--- src/rtl/iobus_port_ctrl.sv ---
// MCU I/O bus port block: output registers, input ports and a
// pixel-write window feeding a FIFO toward the display consumer.
module iobus_port_ctrl #(
  parameter int          N_OUT      = 4,
  parameter int          N_IN       = 4,
  parameter logic [31:0] OUT_BASE   = 32'h1100C000,
  parameter logic [31:0] IN_BASE    = 32'h11008000,
  parameter logic [31:0] GPU_BASE   = 32'h1100E000,
  parameter int          FIFO_DEPTH = 8,
  parameter int          PX_ADDR_W  = 15,
  parameter int          PX_DATA_W  = 8
) (
  input  logic                  clk,
  input  logic                  RST_N,
  input  logic [31:0]           iobus_addr,
  input  logic [31:0]           iobus_out,
  input  logic                  iobus_wr,
  output logic [31:0]           iobus_in,
  input  logic [N_IN*32-1:0]    in_ports,
  output logic [N_OUT*32-1:0]   out_regs,
  output logic [N_OUT-1:0]      out_wr_stb,
  output logic                  px_valid,
  output logic [PX_ADDR_W-1:0]  px_addr,
  output logic [PX_DATA_W-1:0]  px_data,
  input  logic                  px_ready
);

  localparam int AW = (FIFO_DEPTH > 1) ? $clog2(FIFO_DEPTH) : 1;
  localparam int LW = $clog2(FIFO_DEPTH + 1);

  logic [PX_ADDR_W-1:0] mem_a [FIFO_DEPTH];
  logic [PX_DATA_W-1:0] mem_d [FIFO_DEPTH];
  logic [AW-1:0]        wp;
  logic [AW-1:0]        rp;
  logic [LW-1:0]        level;
  logic [PX_ADDR_W-1:0] pa;
  logic                 autoinc;
  logic                 ovf;
  logic [N_OUT-1:0]     out_hit;
  logic                 wr_pa;
  logic                 wr_px;
  logic                 wr_st;
  logic                 wr_ai;
  logic                 full;
  logic                 empty;
  logic                 pop;
  logic                 push_acc;
  logic [31:0]          status;

  assign wr_pa = iobus_wr && (iobus_addr == GPU_BASE);
  assign wr_px = iobus_wr && (iobus_addr == GPU_BASE + 32'd4);
  assign wr_st = iobus_wr && (iobus_addr == GPU_BASE + 32'd8);
  assign wr_ai = iobus_wr && (iobus_addr == GPU_BASE + 32'd12);

  always_comb begin
    out_hit = '0;
    for (int k = 0; k < N_OUT; k++)
      out_hit[k] = iobus_wr &&
        (iobus_addr == OUT_BASE + 32'(4 * k));
  end

  assign full     = (level == LW'(FIFO_DEPTH));
  assign empty    = (level == '0);
  assign pop      = px_valid && px_ready;
  // A full FIFO still accepts a push when a slot frees on the same edge
  assign push_acc = wr_px && (!full || pop);

  assign px_valid = !empty;
  assign px_addr  = mem_a[rp];
  assign px_data  = mem_d[rp];

  always_ff @(posedge clk) begin
    if (!RST_N) begin
      out_regs   <= '0;
      out_wr_stb <= '0;
      pa         <= '0;
      autoinc    <= 1'b0;
      ovf        <= 1'b0;
      wp         <= '0;
      rp         <= '0;
      level      <= '0;
    end else begin
      out_wr_stb <= out_hit;
      for (int k = 0; k < N_OUT; k++)
        if (out_hit[k])
          out_regs[32*k +: 32] <= iobus_out;
      if (wr_pa)
        pa <= iobus_out[PX_ADDR_W-1:0];
      else if (push_acc && autoinc)
        pa <= pa + PX_ADDR_W'(1);
      if (wr_ai)
        autoinc <= iobus_out[0];
      if (wr_px && full && !pop)
        ovf <= 1'b1;
      else if (wr_st && iobus_out[2])
        ovf <= 1'b0;
      if (push_acc)
        wp <= wp + AW'(1);
      if (pop)
        rp <= rp + AW'(1);
      case ({push_acc, pop})
        2'b10:   level <= level + LW'(1);
        2'b01:   level <= level - LW'(1);
        default: level <= level;
      endcase
    end
  end

  always_ff @(posedge clk) begin
    if (RST_N && push_acc) begin
      mem_a[wp] <= pa;
      mem_d[wp] <= iobus_out[PX_DATA_W-1:0];
    end
  end

  always_comb begin
    status         = '0;
    status[0]      = full;
    status[1]      = empty;
    status[2]      = ovf;
    status[8 +: LW] = level;
  end

  always_comb begin
    iobus_in = '0;
    for (int k = 0; k < N_IN; k++)
      if (iobus_addr == IN_BASE + 32'(4 * k))
        iobus_in = in_ports[32*k +: 32];
    for (int k = 0; k < N_OUT; k++)
      if (iobus_addr == OUT_BASE + 32'(4 * k))
        iobus_in = out_regs[32*k +: 32];
    if (iobus_addr == GPU_BASE + 32'd8)
      iobus_in = status;
    if (iobus_addr == GPU_BASE + 32'd12)
      iobus_in = {31'b0, autoinc};
  end

endmodule

--- config.mk ---
export PLATFORM = sky130hd
export DESIGN_NAME = iobus_port_ctrl
export DESIGN_NICKNAME = d
export VERILOG_FILES = /design/src/rtl/iobus_port_ctrl.sv
export SDC_FILE = /design/constraint.sdc
export NUM_CORES = 1
export LEC_CHECK = 0
export ABC_AREA = 1
export CORE_AREA = 2 2 275 168
export CTS_BUF_LIST = sky130_fd_sc_hd__clkbuf_4 sky130_fd_sc_hd__clkbuf_8
export DETAILED_ROUTE_END_ITERATION = 12
export DIE_AREA = 0 0 277 170
export SLEW_MARGIN = 20
export SYNTH_ARGS = -nofsm -noshare
export SYNTH_HDL_FRONTEND = slang
export SYNTH_SLANG_ARGS = --single-unit
--- constraint.sdc ---
create_clock -name clk -period 5.7 [get_ports clk]
set_clock_uncertainty 0.2 [all_clocks]
set_input_delay 0.57 -clock clk [delete_from_list [all_inputs] [get_ports clk]]
set_output_delay 0.57 -clock clk [all_outputs]
set_load 0.01 [all_outputs]
== Word-level counts from Yosys, hierarchy flattened ==
Memory sizes are Yosys's and may differ from the RTL's. A register that Yosys moved wholly into a read port is not among the register bits.
Cells that the tools add are included.

* Add/subtract/negate cells: 5
* Equality and inequality tests: 15
* Multiplexer cells: 21
* Reductions and logical operators: 23

{| class="wikitable"
|+ Operator list
! cell !! count
|-
| $eq 32x29->1 const B || 12
|-
| $mux 32 || 10
|-
| $mux 15 || 2
|-
| $add 15x1->15 const B || 1
|-
| $logic_and 1x1->1 || 15
|-
| $mux 3 || 4
|-
| $pmux 4 s2 || 1
|-
| $add 3x1->3 const B || 2
|-
| $reduce_bool 2->1 || 3
|-
| $add 4x1->4 const B || 1
|-
| $eq 4x4->1 const B || 1
|-
| $logic_not 4->1 || 1
|-
| $mux 1 || 4
|-
| $sub 4x1->4 const B || 1
|-
| $logic_not 1->1 || 3
|-
| $eq 2x1->1 const B || 1
|-
| $eq 2x2->1 const B || 1
|-
| $logic_or 1x1->1 || 1
|}

* Flip-flop bits (word level): 159
* Memory bits (writable): 184
* Input port bits: 196
* Output and inout port bits: 188
* Logic and storage cells: 77
* Memories: 2

{| class="wikitable"
|+ Memory list
! name !! words !! bits a word !! rd ports !! clocked after Yosys merged registers in !! write ports !! RTL line !! source
|-
| mem_a || 8 || 15 || 1 || 1 || 1 || 31 || <nowiki>logic [PX_ADDR_W-1:0] mem_a [FIFO_DEPTH];</nowiki>
|-
| mem_d || 8 || 8 || 1 || 1 || 1 || 32 || <nowiki>logic [PX_DATA_W-1:0] mem_d [FIFO_DEPTH];</nowiki>
|}

== Depth between registers and ports, before layout ==
* Depth in word-level cells: 11
* Depth in mapped cells: 19
* Mapped depth without buffers: 18

== Worst setup path after synthesis ==
OpenSTA, ideal clock, no wires.

* Path kind: input -> register
* Start: input iobus_addr[22]
* End: memory mem_a[1][0] (enable)
* Setup time: 0.403 ns
* Arrival: 2.501 ns
* Data required time: 5.097 ns
* Slack: 2.596 ns
* Stages: 10
* Path buffers: 1
* Cell sequence: inv_1 -> nand2_1 -> nor2_1 -> nand2_2 -> nor2_4 -> buf_6 -> nand3_2 -> nor2_4 -> nand2_1 -> nor2_1

* Longest elaborated chain between the ends: 6

{| class="wikitable"
|+ RTL lines
! item !! RTL line !! source
|-
| start: declaration || 15 || <nowiki>input logic [31:0] iobus_addr,</nowiki>
|-
| $eq 32x29->1 || 51 || <nowiki>assign wr_px = iobus_wr && (iobus_addr == GPU_BASE + 32'd4);</nowiki>
|-
| $logic_and 1x1->1 || 51 ||
|-
| $logic_and 1x1->1 || 66 || <nowiki>assign push_acc = wr_px && (!full || pop);</nowiki>
|-
| $logic_and 1x1->1 || 110 || <nowiki>if (RST_N && push_acc) begin</nowiki>
|-
| $mux 1 || 110 ||
|-
| $mux 1 (implied by the code) || 111 || <nowiki>mem_a[wp] <= pa;</nowiki>
|-
| end: declaration || 31 ||
|}

Every way passes these cells.

== Final worst setup path ==
* Start: input iobus_addr[13]
* End: output iobus_in[9]

* Longest elaborated chain between the ends: 11
* Elaborated cells between the ends (all ways): 20
* Classes of those cells: eq/ne: 10; mux: 10

{| class="wikitable"
|+ RTL lines
! item !! RTL line !! source
|-
| $eq 32x29->1 || 127 || <nowiki>if (iobus_addr == IN_BASE + 32'(4 * k))</nowiki>
|-
| $mux 32 (4 in series) || 127 ||
|-
| $mux 32 (4 in series) || 130 || <nowiki>if (iobus_addr == OUT_BASE + 32'(4 * k))</nowiki>
|-
| $mux 32 || 132 || <nowiki>if (iobus_addr == GPU_BASE + 32'd8)</nowiki>
|-
| $mux 32 (*) || 134 || <nowiki>if (iobus_addr == GPU_BASE + 32'd12)</nowiki>
|-
| end: declaration || 18 || <nowiki>output logic [31:0] iobus_in,</nowiki>
|}

Mark *: on every way between the ends. The rest lies on a longest branch, timed or not.

==> impl_metrics.tcl <==
set metrics [dict create \
    num-fill-cells 4262 \
    synth_area_leaders "edfxtp_1, dfxtp_1, nor2_1, o21ai_0, nand2_1" \
    postCtsSetupRepairBufs 0 \
    grt_use_met1_pct 38.49 \
    setup_ws_ps 649.1 \
    worst_slew_pin_slew_ps 957.2 \
    clk_path_buf_depth 3 \
    endpoint_kind "primary output" \
    synth-seq-area-share_pct 53.75 \
    clk_pin_slew_ps 60 \
    row_count 60 \
    start_util_pct 36.71 \
    drive_gt1_share_pct 7.864 \
    routed_wl_um 63200 \
    drtAntennaViolNets 0 \
    grt_first_pass_wirelength_um 92940 \
    vias 15420 \
    yosysMostFrequentCell "nor2_1" \
    syn-instance-count 1947 \
    drcViolationCount 0 \
    cp_slowest_stage_delay_ps 740 \
    worstSetupPathType "primary input to primary output" \
    ys_warn_count 0 \
    ff2ff_path_depth 14 \
    first_iter_violations 1633 \
    crit_buf_inv 5 \
    chipHeight_um 170 \
    final_max_slew_viol_count 0 \
    cp_data_arrival_time_ps 4280 \
    ir_worst_vdd_v 0.0001721 \
    crit_end "iobus_in[9]" \
    clk-insertion-delay-late_ps 610 \
    place.gp.congestion 0.9457 \
    pre_cts_slack_ps 716.9 \
    use_met2_pct 38.31 \
    netlist_area_mm2 0.01631 \
    critPathLaunchType "primary input" \
    wire_per_inst_um 21.66 \
    status "finished clean" \
    htree_levels 2 \
    grt-ovfl-total 0 \
    fin_crit_sh_pct 88.61 \
    hold_buffers 0 \
    yosysTopAreaCell "edfxtp_1" \
    max_slew_margin_pct 36.03 \
    die_w_um 277 \
    slowest_stage "nor2_2" \
    synth_edf_count 184 \
    ys_ff_latch 346 \
    grt_max_degree 86 \
    r2r-end "level[3]" \
    crit_family "simple AND/OR/NAND/NOR gates" \
    ys.flop_type "edfxtp_1" \
    maxCapViolations 0 \
    crit_chain "clkdlybuf4s50_1 -> inv_1 -> nand2_1 -> nor2_1 -> nand2_1 -> nor2_2 -> buf_4 -> nand3_1 -> nand2_1 -> o21ai_1 -> nand2_1 -> nand2_1 -> nand2_1 -> nand2_1 -> nand2_1 -> nand2_1 -> nand3b_1 -> nand2_1 -> inv_1 -> clkdlybuf4s50_1" \
    cts_num_sinks 346 \
    io_pins 384 \
    synth_common_cells "nor2_1, o21ai_0, nand2_1" \
    synth_cell_type_count 47 \
    rsz0062_at_grt "false" \
    fmax_mhz 198.0 \
    syn_nets 2150 \
    area_delta_synth_final_pct 33.22 \
    viasPerCell 5.285 \
    r2r-start "level[3]" \
    ctsRootBufferMaster "clkbuf_8" \
    r2r_slack_ps 2970 \
    async_flop_share_pct 0 \
    period_needed_ps 5051 \
    dieArea_mm2 0.04709 \
    drtPass1Iterations 5 \
    cts_tree "built" \
    fin_util_pct 48.90 \
    setup.worst_path.start "iobus_addr[13]" \
    crit_required_ps 4930 \
    hpwl_um 43890 \
    cpMostUsedCell "nand2_1" \
    hold_path_class "primary input to register" \
    hold_viol 0 \
    antenna_found_initial 5 \
    instances_no_fill 2918 \
    syn_area_per_cell_um2 8.379 \
    portBuffers 383 \
    finalSetupViolCount 0 \
    crit_fanout 20 \
    path_depth 20 \
    core_area_mm2 0.04444 \
    track_usage_pct 26.04 \
    cts.repair.resized 0 \
    grt_busiest_layer "met1" \
    power_density_mw_per_mm2 290.7 \
    met3_usage_pct 5.752 \
    nNetsFinal 2488 \
    dpl.cell_count 2818 \
    cts_inserted_buffers 54 \
    fin_setup_tns_ps 0 \
    synth_top_area_share_pct 33.87 \
    grt_pass1_vias 14240 \
    leakagePower_nw 8.440 \
]
==> stage by stage <==
step | hold slack [ps] | total power, W | instance area (um2)
floorplan | 233.4 | 0.003430 | 16310
global placement | 248.0 | 0.004068 | 20540
detailed placement | 251.8 | 0.004085 | 20540
CTS | 172.7 | 0.006373 | 21730
global route | 232.5 | 0.006594 | 21730
finish | 224.1 | 0.006317 | 21730
==> layer usage <==
layer,wire [um],vias to the layer above
met5,43,-
met2,26690,650
met4,1357,6
met1,29820,7339
li1,-,7338
met3,5286,89
==> tightest hold or removal path, delay by kind of cell <==
family / cells / cell delay [ps]
AO/OA/AOI/OAI: 1 / 130
AND/OR/NAND/NOR: 1 / 40
buffers and inverters: 1 / 240
==> power breakdown <==
part | internal, W | total, W | switching [W] | leakage [nW]
Clock | 0.00127 | 0.00229 | 0.00102 | 0.624
Sequential | 0.00263 | 0.00267 | 0.0000379 | 2.99
Combinational | 0.000595 | 0.00136 | 0.000765 | 4.82
==> final cells by class <==
cell class              count  area (um2)  area share (%)
repair buffers            412        4049           18.63
flip-flops and latches    346        8771           40.36
well taps                 589       737.0           3.391
inverters                 128       480.5           2.211
diodes                      2       5.005         0.02303
multi-input cells        1343        6506           29.94
clock buffers              85        1051           4.836
clock inverters            13       133.9          0.6160
==> layout by cell type (no fill, tap or decap), types with 15 or more instances in the layout <==
cell type and count:
nand3_1 49, inv_1 112, dfxtp_1 160, o22ai_1 27, clkbuf_4 19, clkbuf_8 66
o21ai_0 276, nand2_1 241, a21oi_1 112, inv_2 15, nor2_1 402, o21ai_1 80
buf_4 30, a31oi_1 29, edfxtp_1 184, o2111ai_1 31, clkdlybuf4s50_1 382
==> state kept, by name (all words and copies together), names as in the netlist, named ones only <==
| register | count |
|---|---|
| out_wr_stb | 4 |
| autoinc | 1 |
| rp | 3 |
| pa | 15 |
| out_regs | 128 |
| wp | 3 |
| level | 4 |
| ovf | 1 |
| mem_a | 120 |
| mem_d | 64 |
==> worst min path at each step <==
stage | cells past startpoint | endpoint | from | slack [ps]
final | 3 | out_regs[74] | RST_N | 220
after global routing | 3 | wp[0] | RST_N | 230
after detailed placement | 2 | rp[2] | rp[2] | 250
after CTS | 3 | out_regs[74] | RST_N | 170
after global placement | 2 | rp[2] | rp[2] | 250
after floorplan | 2 | register | rp[2] | 230
==> kinds of logic after synthesis <==
logic type	after synthesis	synth area share, %
AOI/OAI and AO/OA	579	19.43
xor gates and xnor gates	13	0.6979
and+or+nand+nor	744	19.10
buffers and inverters	258	6.442
DFF	346	53.75
adders and majority gates	7	0.5829
(Power assumes the default switching activity.)
